$ cat src/rtl/tri_batch_scanner_if.sv
// Request/result channels between the batch scanner and the triangle reader /
// intersection datapath. The scanner side is the master.
interface tri_batch_scanner_if #(
  parameter int unsigned LANES = 2,
  parameter int unsigned IDX_W = 32,
  parameter int unsigned T_W   = 32
);
  logic                 req_valid;
  logic [IDX_W-1:0]     req_index;
  logic                 req_ready;
  logic                 res_valid;
  logic [LANES-1:0]     res_hit;
  logic [LANES*T_W-1:0] res_t;

  modport master (
    output req_valid, req_index,
    input  req_ready, res_valid, res_hit, res_t
  );

  modport slave (
    input  req_valid, req_index,
    output req_ready, res_valid, res_hit, res_t
  );
endinterface

$ cat src/rtl/tri_batch_scanner.sv
// Batch controller: issues triangle-group requests with an in-flight limit and
// reduces in-order lane results to the closest (or first, in any-hit mode) hit.
module tri_batch_scanner #(
  parameter int unsigned LANES        = 2,
  parameter int unsigned IDX_W        = 32,
  parameter int unsigned T_W          = 32,
  parameter int unsigned MAX_INFLIGHT = 8,
  parameter int          MIN_T        = 0
) (
  input  logic                       clk,
  input  logic                       reset,
  input  logic                       i_start,
  input  logic [IDX_W-1:0]           i_tri_cnt,
  input  logic                       i_any_hit,
  input  logic [T_W-1:0]             i_t_max,
  output logic                       o_busy,
  tri_batch_scanner_if.master        io_bus,
  output logic                       o_finish,
  output logic                       o_hit,
  output logic [T_W-1:0]             o_t,
  output logic [IDX_W-1:0]           o_tri_index
);
  localparam int unsigned OUT_W = $clog2(MAX_INFLIGHT) + 1;
  localparam logic signed [T_W-1:0] T_SAT = {1'b0, {(T_W-1){1'b1}}};
  localparam logic signed [T_W-1:0] T_LO  = T_W'(MIN_T);

  typedef enum logic [1:0] {S_IDLE, S_ISSUE, S_DRAIN, S_DONE} state_t;

  state_t                 r_state;
  logic [IDX_W-1:0]       r_cnt;
  logic                   r_any;
  logic signed [T_W-1:0]  r_t_max;
  logic [IDX_W-1:0]       r_groups;
  logic [IDX_W-1:0]       r_issued;
  logic [OUT_W-1:0]       r_out;
  logic                   r_req_valid;
  logic [IDX_W-1:0]       r_req_index;
  logic [IDX_W-1:0]       r_ret_base;
  logic                   r_busy;
  logic                   r_finish;
  logic                   r_hit;
  logic signed [T_W-1:0]  r_t;
  logic [IDX_W-1:0]       r_tri_index;

  state_t                 w_state_nxt;
  logic                   w_req_hs;
  logic                   w_res_take;
  logic [IDX_W-1:0]       w_issued_nxt;
  logic [OUT_W-1:0]       w_out_nxt;
  logic                   w_req_valid_nxt;
  logic [IDX_W-1:0]       w_groups;
  logic [LANES-1:0]       w_lane_acc;
  logic                   w_cand_vld;
  logic signed [T_W-1:0]  w_cand_t;
  logic [IDX_W-1:0]       w_cand_idx;
  logic                   w_update;
  logic                   w_any_stop;

  assign io_bus.req_valid = r_req_valid;
  assign io_bus.req_index = r_req_index;
  assign o_busy           = r_busy;
  assign o_finish         = r_finish;
  assign o_hit            = r_hit;
  assign o_t              = r_t;
  assign o_tri_index      = r_tri_index;

  // ceil(cnt/LANES) built from quotient + remainder so it cannot overflow
  assign w_groups = IDX_W'(i_tri_cnt / IDX_W'(LANES))
                  + IDX_W'((i_tri_cnt % IDX_W'(LANES)) != '0);

  assign w_req_hs     = r_req_valid && io_bus.req_ready;
  assign w_res_take   = io_bus.res_valid && (r_out != '0);
  assign w_issued_nxt = r_issued + IDX_W'(w_req_hs);
  assign w_out_nxt    = r_out + OUT_W'(w_req_hs) - OUT_W'(w_res_take);

  // Per-lane acceptance: in range of the batch, raw hit, MIN_T <= t < t_max
  for (genvar k = 0; k < LANES; k++) begin : g_lane
    logic [IDX_W:0]        w_idx;
    logic signed [T_W-1:0] w_t;
    assign w_idx = {1'b0, r_ret_base} + (IDX_W+1)'(k);
    assign w_t   = $signed(io_bus.res_t[k*T_W +: T_W]);
    assign w_lane_acc[k] = (w_idx < {1'b0, r_cnt}) && io_bus.res_hit[k]
                         && (w_t >= T_LO) && (w_t < r_t_max);
  end

  // Minimum accepted t in the beat; strict compare keeps the lower lane on ties
  always_comb begin
    w_cand_vld = 1'b0;
    w_cand_t   = T_SAT;
    w_cand_idx = '0;
    for (int unsigned k = 0; k < LANES; k++) begin
      if (w_lane_acc[k] &&
          (!w_cand_vld || ($signed(io_bus.res_t[k*T_W +: T_W]) < w_cand_t))) begin
        w_cand_vld = 1'b1;
        w_cand_t   = $signed(io_bus.res_t[k*T_W +: T_W]);
        w_cand_idx = r_ret_base + IDX_W'(k);
      end
    end
  end

  assign w_update   = w_res_take && w_cand_vld && !(r_any && r_hit) && (w_cand_t < r_t);
  assign w_any_stop = r_any && w_res_take && w_cand_vld && !r_hit;

  always_ff @(posedge clk or posedge reset) begin
    if (reset) r_state <= S_IDLE;
    else       r_state <= w_state_nxt;
  end

  // An any-hit stop with nothing left in flight skips DRAIN to keep finish latency fixed
  always_comb begin
    w_state_nxt     = r_state;
    w_req_valid_nxt = 1'b0;
    case (r_state)
      S_IDLE: begin
        if (i_start) w_state_nxt = (i_tri_cnt == '0) ? S_DONE : S_ISSUE;
      end
      S_ISSUE: begin
        if (w_any_stop)                                  w_state_nxt = (w_out_nxt == '0) ? S_DONE : S_DRAIN;
        else if (w_req_hs && (w_issued_nxt == r_groups)) w_state_nxt = S_DRAIN;
      end
      S_DRAIN: begin
        if (w_out_nxt == '0) w_state_nxt = S_DONE;
      end
      S_DONE: begin
        w_state_nxt = S_IDLE;
      end
      default: begin
        w_state_nxt = S_IDLE;
      end
    endcase
    if (w_state_nxt == S_ISSUE)
      w_req_valid_nxt = (r_state == S_IDLE) || (w_out_nxt < OUT_W'(MAX_INFLIGHT));
  end

  always_ff @(posedge clk or posedge reset) begin
    if (reset) begin
      r_cnt       <= '0;
      r_any       <= 1'b0;
      r_t_max     <= '0;
      r_groups    <= '0;
      r_issued    <= '0;
      r_out       <= '0;
      r_req_valid <= 1'b0;
      r_req_index <= '0;
      r_ret_base  <= '0;
      r_busy      <= 1'b0;
      r_finish    <= 1'b0;
      r_hit       <= 1'b0;
      r_t         <= T_SAT;
      r_tri_index <= '0;
    end else begin
      r_out       <= w_out_nxt;
      r_req_valid <= w_req_valid_nxt;
      r_busy      <= (w_state_nxt != S_IDLE);
      r_finish    <= (r_state == S_DONE);
      if ((r_state == S_IDLE) && i_start) begin
        r_cnt       <= i_tri_cnt;
        r_any       <= i_any_hit;
        r_t_max     <= $signed(i_t_max);
        r_groups    <= w_groups;
        r_issued    <= '0;
        r_req_index <= '0;
        r_ret_base  <= '0;
        r_hit       <= 1'b0;
        r_t         <= T_SAT;
        r_tri_index <= '0;
      end else begin
        if (w_req_hs) begin
          r_issued    <= w_issued_nxt;
          r_req_index <= r_req_index + IDX_W'(LANES);
        end
        if (w_res_take) r_ret_base <= r_ret_base + IDX_W'(LANES);
        if (w_update) begin
          r_hit       <= 1'b1;
          r_t         <= w_cand_t;
          r_tri_index <= w_cand_idx;
        end
      end
    end
  end
endmodule

$ cat src/flat_wrapper.sv
// flat-port wrapper written by rule: the top's interface ports become plain ports
module tri_batch_scanner_flat 
#(
  parameter int unsigned LANES        = 2,
  parameter int unsigned IDX_W        = 32,
  parameter int unsigned T_W          = 32,
  parameter int unsigned MAX_INFLIGHT = 8,
  parameter int          MIN_T        = 0
)
  (clk, reset, i_start, i_tri_cnt, i_any_hit, i_t_max, o_busy, o_finish, o_hit, o_t, o_tri_index, io_bus_req_valid, io_bus_req_index, io_bus_req_ready, io_bus_res_valid, io_bus_res_hit, io_bus_res_t);
  tri_batch_scanner_if #(.LANES(LANES), .IDX_W(IDX_W), .T_W(T_W)) io_bus_i ();
  input  logic clk;
  input  logic reset;
  input  logic i_start;
  input  logic [IDX_W-1:0] i_tri_cnt;
  input  logic i_any_hit;
  input  logic [T_W-1:0] i_t_max;
  output logic o_busy;
  output logic o_finish;
  output logic o_hit;
  output logic [T_W-1:0] o_t;
  output logic [IDX_W-1:0] o_tri_index;
  output wire logic [$bits(io_bus_i.req_valid)-1:0] io_bus_req_valid;
  output wire logic [$bits(io_bus_i.req_index)-1:0] io_bus_req_index;
  input wire logic [$bits(io_bus_i.req_ready)-1:0] io_bus_req_ready;
  input wire logic [$bits(io_bus_i.res_valid)-1:0] io_bus_res_valid;
  input wire logic [$bits(io_bus_i.res_hit)-1:0] io_bus_res_hit;
  input wire logic [$bits(io_bus_i.res_t)-1:0] io_bus_res_t;
  assign io_bus_req_valid = io_bus_i.req_valid;
  assign io_bus_req_index = io_bus_i.req_index;
  assign io_bus_i.req_ready = io_bus_req_ready;
  assign io_bus_i.res_valid = io_bus_res_valid;
  assign io_bus_i.res_hit = io_bus_res_hit;
  assign io_bus_i.res_t = io_bus_res_t;
  tri_batch_scanner #(.LANES(LANES), .IDX_W(IDX_W), .T_W(T_W), .MAX_INFLIGHT(MAX_INFLIGHT), .MIN_T(MIN_T)) u_core (.clk(clk), .reset(reset), .i_start(i_start), .i_tri_cnt(i_tri_cnt), .i_any_hit(i_any_hit), .i_t_max(i_t_max), .o_busy(o_busy), .io_bus(io_bus_i), .o_finish(o_finish), .o_hit(o_hit), .o_t(o_t), .o_tri_index(o_tri_index));
endmodule
$ cat config.mk
export PLATFORM = sky130hd
export DESIGN_NAME = tri_batch_scanner_flat
export DESIGN_NICKNAME = d
export VERILOG_FILES = /design/src/rtl/tri_batch_scanner_if.sv /design/src/rtl/tri_batch_scanner.sv /design/src/flat_wrapper.sv
export SDC_FILE = /design/constraint.sdc
export NUM_CORES = 1
export LEC_CHECK = 0
export CORE_MARGIN = 2
export CORE_UTILIZATION = 58
export CTS_BUF_LIST = sky130_fd_sc_hd__clkbuf_2
export DETAILED_ROUTE_END_ITERATION = 10
export PLACE_DENSITY = 0.94
export SETUP_SLACK_MARGIN = 0.3
export SLEW_MARGIN = 30
export SYNTH_ARGS = -nofsm -noshare
export SYNTH_HDL_FRONTEND = slang
export SYNTH_SLANG_ARGS = --single-unit
export TNS_END_PERCENT = 10
$ cat constraint.sdc
create_clock -name clk -period 9.4 [get_ports clk]
set_clock_uncertainty 0.1 [all_clocks]
set_input_delay 0.94 -clock clk [delete_from_list [all_inputs] [get_ports clk]]
set_output_delay 0.94 -clock clk [all_outputs]
set_load 0.02 [all_outputs]
### After elaboration in Yosys (flattened, before gate mapping)

Cells that the tools add are included.
Widths: inputs -> output; s select.

* $add $sub $neg: 8
* $lt $le $gt $ge: 9
* eq/ne operators: 5
* muxes and demuxes: 26
* reductions and logical operators: 31

Operators with widths (number)
* $mux 32: 14
* $lt 32x32->1: 5
* $add 32x2->32 const B: 2
* $ge 32x1->1 const B: 2
* $add 32x1->33 const B: 1
* $lt 33x32->1: 1
* $add 31x1->32: 1
* $add 32x1->32: 1
* $add 32x1->32 const B: 1
* $eq 32x32->1: 1
* $logic_not 32->1: 1
* $logic_and 1x1->1: 18
* $mux 2: 5
* $pmux 2 s4: 1
* $reduce_bool 2->1: 4
* $mux 1: 6
* $add 4x1->4: 1
* $eq 2x1->1 const B: 2
* $eq 2x2->1 const B: 2
* $logic_not 4->1: 1
* $lt 4x4->1 const B: 1
* $reduce_bool 4->1: 1
* $sub 4x1->4: 1
* $logic_not 1->1: 3
* 2 further kinds: 3

* register bits: 267
* input port bits: 136
* output and inout port bits: 100
* word-level logic and storage cells: 94

### Longest topological paths before layout

Gate-level depths: netlist of run 1.

* depth after elaboration: 15
* depth in mapped cells: 36
* mapped depth without buffers: 30

### Worst setup path after synthesis of run 1

OpenSTA, ideal clock, no wires.

* path kind: input to register
* start point: in io_bus_res_t[25]
* end point: reg u_core.r_t[10] (netlist: u_core.o_t[10])
* library setup time: 75 ps
* arrival: 8892 ps
* required time: 9225 ps
* setup slack: 333 ps
* stages: 35
* path buffers: 6
* cells stage by stage: ha_1 -> a21o_1 -> a221o_1 -> a221oi_1 -> o21ai_0 -> a21oi_1 -> mux2i_1 -> clkbuf_1 -> buf_1 -> clkbuf_1 -> nor2_1 -> ha_1 -> nand3_1 -> nor2_1 -> nand3_1 -> or4b_2 -> nor4b_1 -> nor2_1 -> a21oi_1 -> clkbuf_1 -> o32ai_1 -> inv_1 -> ha_1 -> a21o_1 -> a21o_1 -> a2111oi_2 -> nor4_1 -> or4_1 -> or3_1 -> o41a_1 -> a2111o_1 -> and2_1 -> buf_6 -> buf_6 -> o211ai_2

* longest elaborated chain between the ends: 12
* elaborated cells on any way between the ends: 19
* classes of those cells: 4 x order compare; 6 x mux; 9 x reduce/logical

RTL lines
* from (decl): RTL line flat_wrapper.sv:28 `input wire logic [$bits(io_bus_i.res_t)-1:0] io_bus_res_t;`
* branches (longest 12 deep; another with $ge 32x1->1)
* to (signal assigned): RTL line tri_batch_scanner.sv:175 `r_t <= w_cand_t;`
* to (decl): RTL line tri_batch_scanner.sv:42 `logic signed [T_W-1:0] r_t;`

Parallel ways; which one is timed is not known. The select of a mux whose other input is x is not followed.
A chain may end at the register's enable or synchronous reset.

### Final worst setup path of run 1

* start point: in io_bus_res_t[27]
* end point: reg u_core.r_t[29] (netlist: u_core.o_t[29])

The elaborated chain is that of the path after synthesis.

==> summary.txt, run 1 <==
Routing
  • DR iter-0 viols: 1597
  • Drt pass-1 iters: 7
  • DRC viols: 0
  • Vias per cell: 6.16
  • Total routed wirelength: 52700 um
  • Routed Antenna Nets: 0
  • Routed length per instance: roughly 19 um
  • Via count: 16900

Synth
  • Count leader, synth: nand2_1
  • XOR/XNOR Fraction of Synth Area: 0.0734
  • Largest family of logic cells by synthesized area: simple AND/OR/NAND/NOR gates
  • Top post-synthesis cells by area: dfrtp_1, ha_1, nand2_1
  • Synth Area in Adders: 0.139
  • Area share of and/or/nand/nor cells after synthesis: 0.193
  • Synth Instances: approximately 2100
  • Post-synthesis mux area share: 0.00294
  • Yosys top cell area share: 0.327
  • Async SR Flop Fraction: 1.00
  • Seq cells post-synth: 265
  • Post-synth EDFFs: 0
  • Synth cell count leaders: nand2_1, dfrtp_1, ha_1
  • Post-synth top area cell: dfrtp_1
  • Syn Area/Cell: about 8.7 sq um
  • Synth Cell Area: 17900 sq um
  • Distinct cell type count of the synthesized netlist: 71
  • Sequential area share after synthesis: 0.373
  • Ys Warns: 0
  • Compound-Gate Fraction of Synth Area: 0.156
  • Predominant post-synthesis flop cell: dfrtp_1

Place
  • # port buffers: 234
  • GPL Wtd Cong: between 0.9 and 1
  • Dpl hpwl: 38600 um
  • Cell Area, Placed: between 20000 and 25000 sq um

Final layout
  • Share of layout cells above drive strength 1: 0.106
  • Final core occ: 0.703
  • Final Instance Area: between 20000 and 25000 sq um
  • Number of fill cells: 2009
  • Final nets: 2620
  • Area Growth Syn to Fin: 19.8%

STA
  • Final period utilization: 0.948
  • RSZ-0062 raised after global routing: false
  • Rel. slew slack: 0.371
  • Worst-Margin Slew: between 0.9 and 1 ns
  • Slew Limit Fails: 0
  • Crit path time final: 8.91 ns
  • Final hold vios: 0
  • Final Setup Violations: 0
  • Max Freq: 0.112 GHz

Hold path
  • Worst hold path type: reg2reg

Job
  • Max-cap viol count: 0

Die
  • Core area: 30500 sq um
  • Die area: 32300 sq um
  • IO Pins: 236
  • Die Y-Extent: 180 um
  • Initial Utilization: 0.587
  • Die Wd: 180 um
  • Num rows: 64

Power
  • Maximum vdd drop: 0.119 mV
  • Leak Pwr: 10.0 nW
  • Power Density: 162 nW/um^2

Global routing
  • Vias in the first global route: 17100
  • Congestion Overflow GR: 0
  • Initial antenna violation count: 9
  • First-pass GRT wire length: 85900 um
  • Largest net degree at the start of global routing: 124
  • Gr usage total: 0.321

Clocking
  • H-Tree Depth: 3
  • Later-pin clock latency in the skew report: 0.95 ns
  • CTS Buffer Depth: 3
  • Total CTS buffers: 73
  • Hold_buf cts: 0
  • Sink Count: 265
  • CTS root buf: clkbuf_2
  • Clk slew on worst S/H paths: 0.10 ns
  • CTS tree: yes

Critical path
  • CP arrival: 9.61 ns
  • Critical path class: in2reg
  • Slowest cell on crit path: or4b_2
  • Setup crit end kind: register
  • Slowest stage delay, CP: 0.64 ns
  • CP Launch Type: primary input
  • CP Max Fanout: 44
  • WP data required: 10.10 ns

Outcome
  • Outcome: complete, no violations
-- area by class of cell --
class / count / area (sq um) / share of cell area
multi-input cells: 1506 / 10200 / 0.475
flip-flops and latches: 265 / 6670 / 0.311
repair buffers: 281 / 2760 / 0.129
inverters: 159 / 604 / 0.0282
clock buffers: 105 / 526 / 0.0245
well taps: 396 / 495 / 0.0231
clock inverters: 29 / 175 / 0.00817
diodes: 10 / 25.0 / 0.00117
-- logic make-up after synthesis --
family | Yosys count
compound gates | 421
xor+xnor | 150
fa+ha+maj | 198
buf+inv | 286
simple gates | 729
flops | 265
mux | 5
other cells | 2
-- flip-flops by register name (all words and copies together) (netlist names), 4 cells and up --
name                     cells
u_core.r_groups             32
u_core.o_tri_index          32
u_core.r_ret_base           31
u_core.r_out                 4
u_core.r_issued             32
u_core.r_t_max              32
u_core.r_cnt                32
u_core.io_bus.req_index     31
u_core.o_t                  32
-- layout by cell type, fill, tap and decap left out, drive strengths merged, types with 41 or more instances in the layout --
cell type / n
ha: 197
dfrtp: 234
inv: 164
nand3: 89
nor2: 168
clkdlybuf4s50: 234
nand2: 242
a21oi: 74
clkbuf: 105
xor2: 88
nand4: 83
o21ai: 173
o211ai: 41
xnor2: 62
buf: 47
-- stage by stage --
| stage | setup slack [ns] | total power [mW] | hold WS (ns) | setup TNS (ns) | instances |
|---|---|---|---|---|---|
| after global routing | 0.221 | 3.67 | 0.436 | 0 | 2749 |
| after global placement | 0.123 | 2.51 | 0.380 | 0 | 2606 |
| after detailed placement | -0.203 | 2.58 | 0.384 | -10.16 | 2606 |
| after CTS | 0.655 | 3.47 | 0.408 | 0 | 2740 |
| final | 0.493 | 3.48 | 0.406 | 0 | 2751 |
| after floorplan | 0.333 | 2.09 | 0.350 | 0 | 2057 |
-- worst max-delay path, delay by kind of cell --
| family | cells | cell delay [ns] |
|---|---|---|
| mux | 1 | 0.33 |
| fa+ha+maj | 3 | 0.85 |
| buf+inv | 7 | 1.50 |
| simple gates | 10 | 2.95 |
| compound gates | 13 | 2.98 |
-- per-layer routing --
metal	routed length [um]	track usage	part of all wire
met5	8	0	0.00015
met4	3030	0.193	0.057
met3	4150	0.0729	0.079
met2	24500	0.506	0.46
met1	21100	0.405	0.40
-- path summary, 6_finish.rpt --
check / from / to / slack, ns / depth (start not counted)
setup / recovery: io_bus_res_t[27] / u_core.o_t[29]$_DFFE_PP1P_ / 0.49 / 34
hold / removal: u_core.r_groups[1]$_DFFE_PP0P_ / u_core.r_groups[1]$_DFFE_PP0P_ / 0.41 / 2
setup reg to reg: u_core.r_ret_base[5]$_DFFE_PP0P_ / u_core.o_t[29]$_DFFE_PP1P_ / 0.57 / 33
hold reg to reg: u_core.r_groups[1]$_DFFE_PP0P_ / u_core.r_groups[1]$_DFFE_PP0P_ / 0.41 / 2
max in group asynchronous: reset / u_core.r_issued[13]$_DFFE_PP0N_ / 7.31 / 3
min in group asynchronous: reset / u_core.r_t_max[7]$_DFFE_PP0P_ / 0.53 / 2
-- timing repair --
item	CTS	global route
gates resized for setup	0	10
endpoints found under the setup margin	0	65
buffers inserted	0	1
-- report_power, final --
part           internal (mW)  switching [mW]
Sequential              1.31           0.138
Combinational          0.518           0.623
Clock                  0.342           0.544
No activity file was read; power rests on OpenSTA's default activity.
==> run 2: changes to the inputs <==
--- a/config.mk
+++ b/config.mk
@@ -6,10 +6,10 @@
 export NUM_CORES = 1
 export LEC_CHECK = 0
 export CORE_MARGIN = 2
-export CORE_UTILIZATION = 58
+export CORE_UTILIZATION = 60
 export CTS_BUF_LIST = sky130_fd_sc_hd__clkbuf_2
 export DETAILED_ROUTE_END_ITERATION = 10
-export PLACE_DENSITY = 0.94
+export PLACE_DENSITY = 0.95
 export SETUP_SLACK_MARGIN = 0.3
 export SLEW_MARGIN = 30
 export SYNTH_ARGS = -nofsm -noshare
==> constraint.sdc (replaced) <==
create_clock -name clk -period 11 [get_ports clk]
set_clock_uncertainty 0.1 [all_clocks]
set_input_delay 1.1 -clock clk [delete_from_list [all_inputs] [get_ports clk]]
set_output_delay 1.1 -clock clk [all_outputs]
set_load 0.02 [all_outputs]
==> run 2 against run 1 <==
Net effect:
- critical path type unchanged
- largest power group unchanged
- power decreased by 16%
- clock power decreased by 19%
- sequential power decreased by 14%
- critical endpoint is now u_core.o_tri_index[29]$_DFFE_PP0P_
- wire length decreased by 2.0%
- register-to-register slack improved by 0.44 ns
- sequential share of layout area increased by 0.49 points
- non-clock buffer count decreased by 26
- design area decreased by 1.5%
==> summary.txt, run 2 (synthesized netlist as in run 1, its figures left out) <==
Clocking
  • Later-pin clock latency in the skew report: 0.98 ns (was 0.95 ns)
  • H-Tree Depth: 3 (unchanged)
  • Hold_buf cts: 0 (unchanged)
  • CTS Buffer Depth: 3 (unchanged)
  • Post-CTS sizing: 0 (unchanged)
  • Post-CTS Setup Bufs: 0 (unchanged)
  • Clk slew on worst S/H paths: 0.10 ns (about the same)
  • CTS tree: yes (unchanged)
  • Sink Count: 265 (unchanged)
  • CTS root buf: clkbuf_2 (unchanged)
  • Total CTS buffers: 72 (was 73)

Place
  • GPL Wtd Cong: 0.988 (was 0.961)
  • # port buffers: 234 (unchanged)
  • Dpl hpwl: 38200 um (was 38600 um)

Die
  • Core area: 29500 sq um (was 30500 sq um)
  • IO Pins: 236 (unchanged)
  • Die Wd: 177 um (was 180 um)
  • Die area: 31200 sq um (was 32300 sq um)
  • Num rows: 63 (was 64)
  • Initial Utilization: 0.607 (was 0.587)
  • Die Y-Extent: 177 um (was 180 um)

Routing
  • DRC viols: 0 (unchanged)
  • DR iter-0 viols: 1500 (was 1597)
  • Drt pass-1 iters: 6 (was 7)
  • Routed Antenna Nets: 0 (unchanged)
  • Total routed wirelength: 51600 um (was 52700 um)
  • Routed length per instance: 19.0 um (was 19.2 um)
  • Vias per cell: 6.14 (was 6.16)
  • Via count: 16600 (was 16900)

Critical path
  • CP arrival: 10.76 ns (was 9.61 ns)
  • Setup crit end kind: register (unchanged)
  • CP Max Fanout: 29 (was 44)
  • Slowest stage delay, CP: 0.69 ns (was 0.64 ns)
  • Worst path bufs/invs: 5 (was 7)
  • Worst path top cell family by delay: compound AO/OA/AOI/OAI gates (unchanged)
  • Slowest cell on crit path: mux2i_4 (was or4b_2)
  • CP Launch Type: primary input (unchanged)
  • Critical path class: in2reg (unchanged)
  • WP data required: 11.72 ns (was 10.10 ns)

Global routing
  • Gr usage total: 0.331 (was 0.321)
  • Largest net degree at the start of global routing: 128 (was 124)
  • First-pass GRT wire length: 83400 um (was 85900 um)
  • Vias in the first global route: 16900 (was 17100)
  • Initial antenna violation count: 7 (was 9)
  • Congestion Overflow GR: 0 (unchanged)

STA
  • Max Freq: 0.0995 GHz
  • Slew Limit Fails: 0 (unchanged)
  • Final period utilization: 0.913
  • Post-route setup TNS: 0 ns (unchanged)
  • Rel. slew slack: 0.239 (was 0.371)
  • Crit path time final: 10.05 ns
  • Final Setup Violations: 0 (unchanged)
  • Worst-Margin Slew: 1.13 ns (was 0.944 ns)
  • Final hold vios: 0 (unchanged)
  • RSZ-0062 raised after global routing: false (unchanged)

Power
  • Power Density: 138 nW/um^2 (was 162 nW/um^2)
  • Total chip power: 2.92 mW (was 3.48 mW)
  • Maximum vdd drop: 0.103 mV (was 0.119 mV)
  • Leak Pwr: 9.83 nW (was 10.0 nW)

Outcome
  • Outcome: complete, no violations (unchanged)

Job
  • Max-cap viol count: 0 (unchanged)

Final layout
  • Final nets: 2593 (was 2620)
  • Area Growth Syn to Fin: 17.9% (was 19.8%)
  • Share of layout cells above drive strength 1: 0.0903 (was 0.106)
  • Most common cell after layout, fill and taps aside: nand2_1 (unchanged)
  • Most frequent cells in the layout: nand2_1, clkdlybuf4s50_1, dfrtp_1 (unchanged)
  • Number of fill cells: 1995 (was 2009)

Hold path
  • Worst hold path type: reg2reg (unchanged)
run 2: layout make-up:
type,instances,area (sq um),area share
Clock buffer,102,510,0.0242
Clock inverter,28,145,0.00687
Multi-Input combinational cell,1506,10100,0.480
Tap cell,390,488,0.0231
Antenna cell,7,17.5,0.000829
Timing Repair Buffer,255,2540,0.120
Sequential cell,265,6670,0.316
Inverter,159,609,0.0289
run 2: final timing paths:
path	cells after the start	slack, ns	endpoint	startpoint
setup / recovery	33	0.95	u_core.o_tri_index[29]$_DFFE_PP0P_	io_bus_res_t[25]
hold / removal	2	0.41	u_core.r_groups[23]$_DFFE_PP0P_	u_core.r_groups[23]$_DFFE_PP0P_
setup reg to reg	32	1.01	u_core.o_tri_index[29]$_DFFE_PP0P_	u_core.r_ret_base[30]$_DFFE_PP0P_
hold reg to reg	2	0.41	u_core.r_groups[23]$_DFFE_PP0P_	u_core.r_groups[23]$_DFFE_PP0P_
max in group asynchronous	4	8.21	u_core.r_ret_base[16]$_DFFE_PP0P_	reset
min in group asynchronous	2	0.52	u_core.r_t_max[14]$_DFFE_PP0P_	reset
run 2: per-stage QoR:
step / cell area (sq um) / setup WS [ns] / hold slack [ns] / utilization / cells
after floorplan: 17900 / 1.77 / 0.350 / - / 2057
after global placement: 20400 / 0.533 / 0.378 / 0.692 / 2573
after detailed placement: 20400 / 0.401 / 0.391 / 0.693 / 2575
after CTS: 21100 / 1.30 / 0.415 / 0.715 / 2705
after global routing: 21100 / 0.557 / 0.437 / 0.716 / 2711
final: 21100 / 0.953 / 0.411 / 0.716 / 2712
run 2: power breakdown:
group          total [mW]  switching (mW)  internal (mW)
Combinational       0.958           0.526          0.432
Sequential           1.24           0.119           1.12
Clock               0.721           0.460          0.261
Total                2.92            1.11           1.81
run 2: worst min-delay path: stages, from the launching register on:
cell and delay (ns):
dfrtp_1 0.37, nand2_1 0.05, o21ai_0 0.06
run 2: layer usage:
metal / track usage / part of all wire
met5: 0 / 0.00025
met4: 0.200 / 0.062
met3: 0.0666 / 0.082
met1: 0.414 / 0.40
met2: 0.530 / 0.46
==> run 3: changes to the inputs <==
--- a/config.mk
+++ b/config.mk
@@ -9,6 +9,7 @@
 export CORE_UTILIZATION = 60
 export CTS_BUF_LIST = sky130_fd_sc_hd__clkbuf_2
 export DETAILED_ROUTE_END_ITERATION = 10
+export GPL_TIMING_DRIVEN = 1
 export PLACE_DENSITY = 0.95
 export SETUP_SLACK_MARGIN = 0.3
 export SLEW_MARGIN = 30
==> results of run 3 <==
Final layout, timing and power as in run 2 (identical DEF).
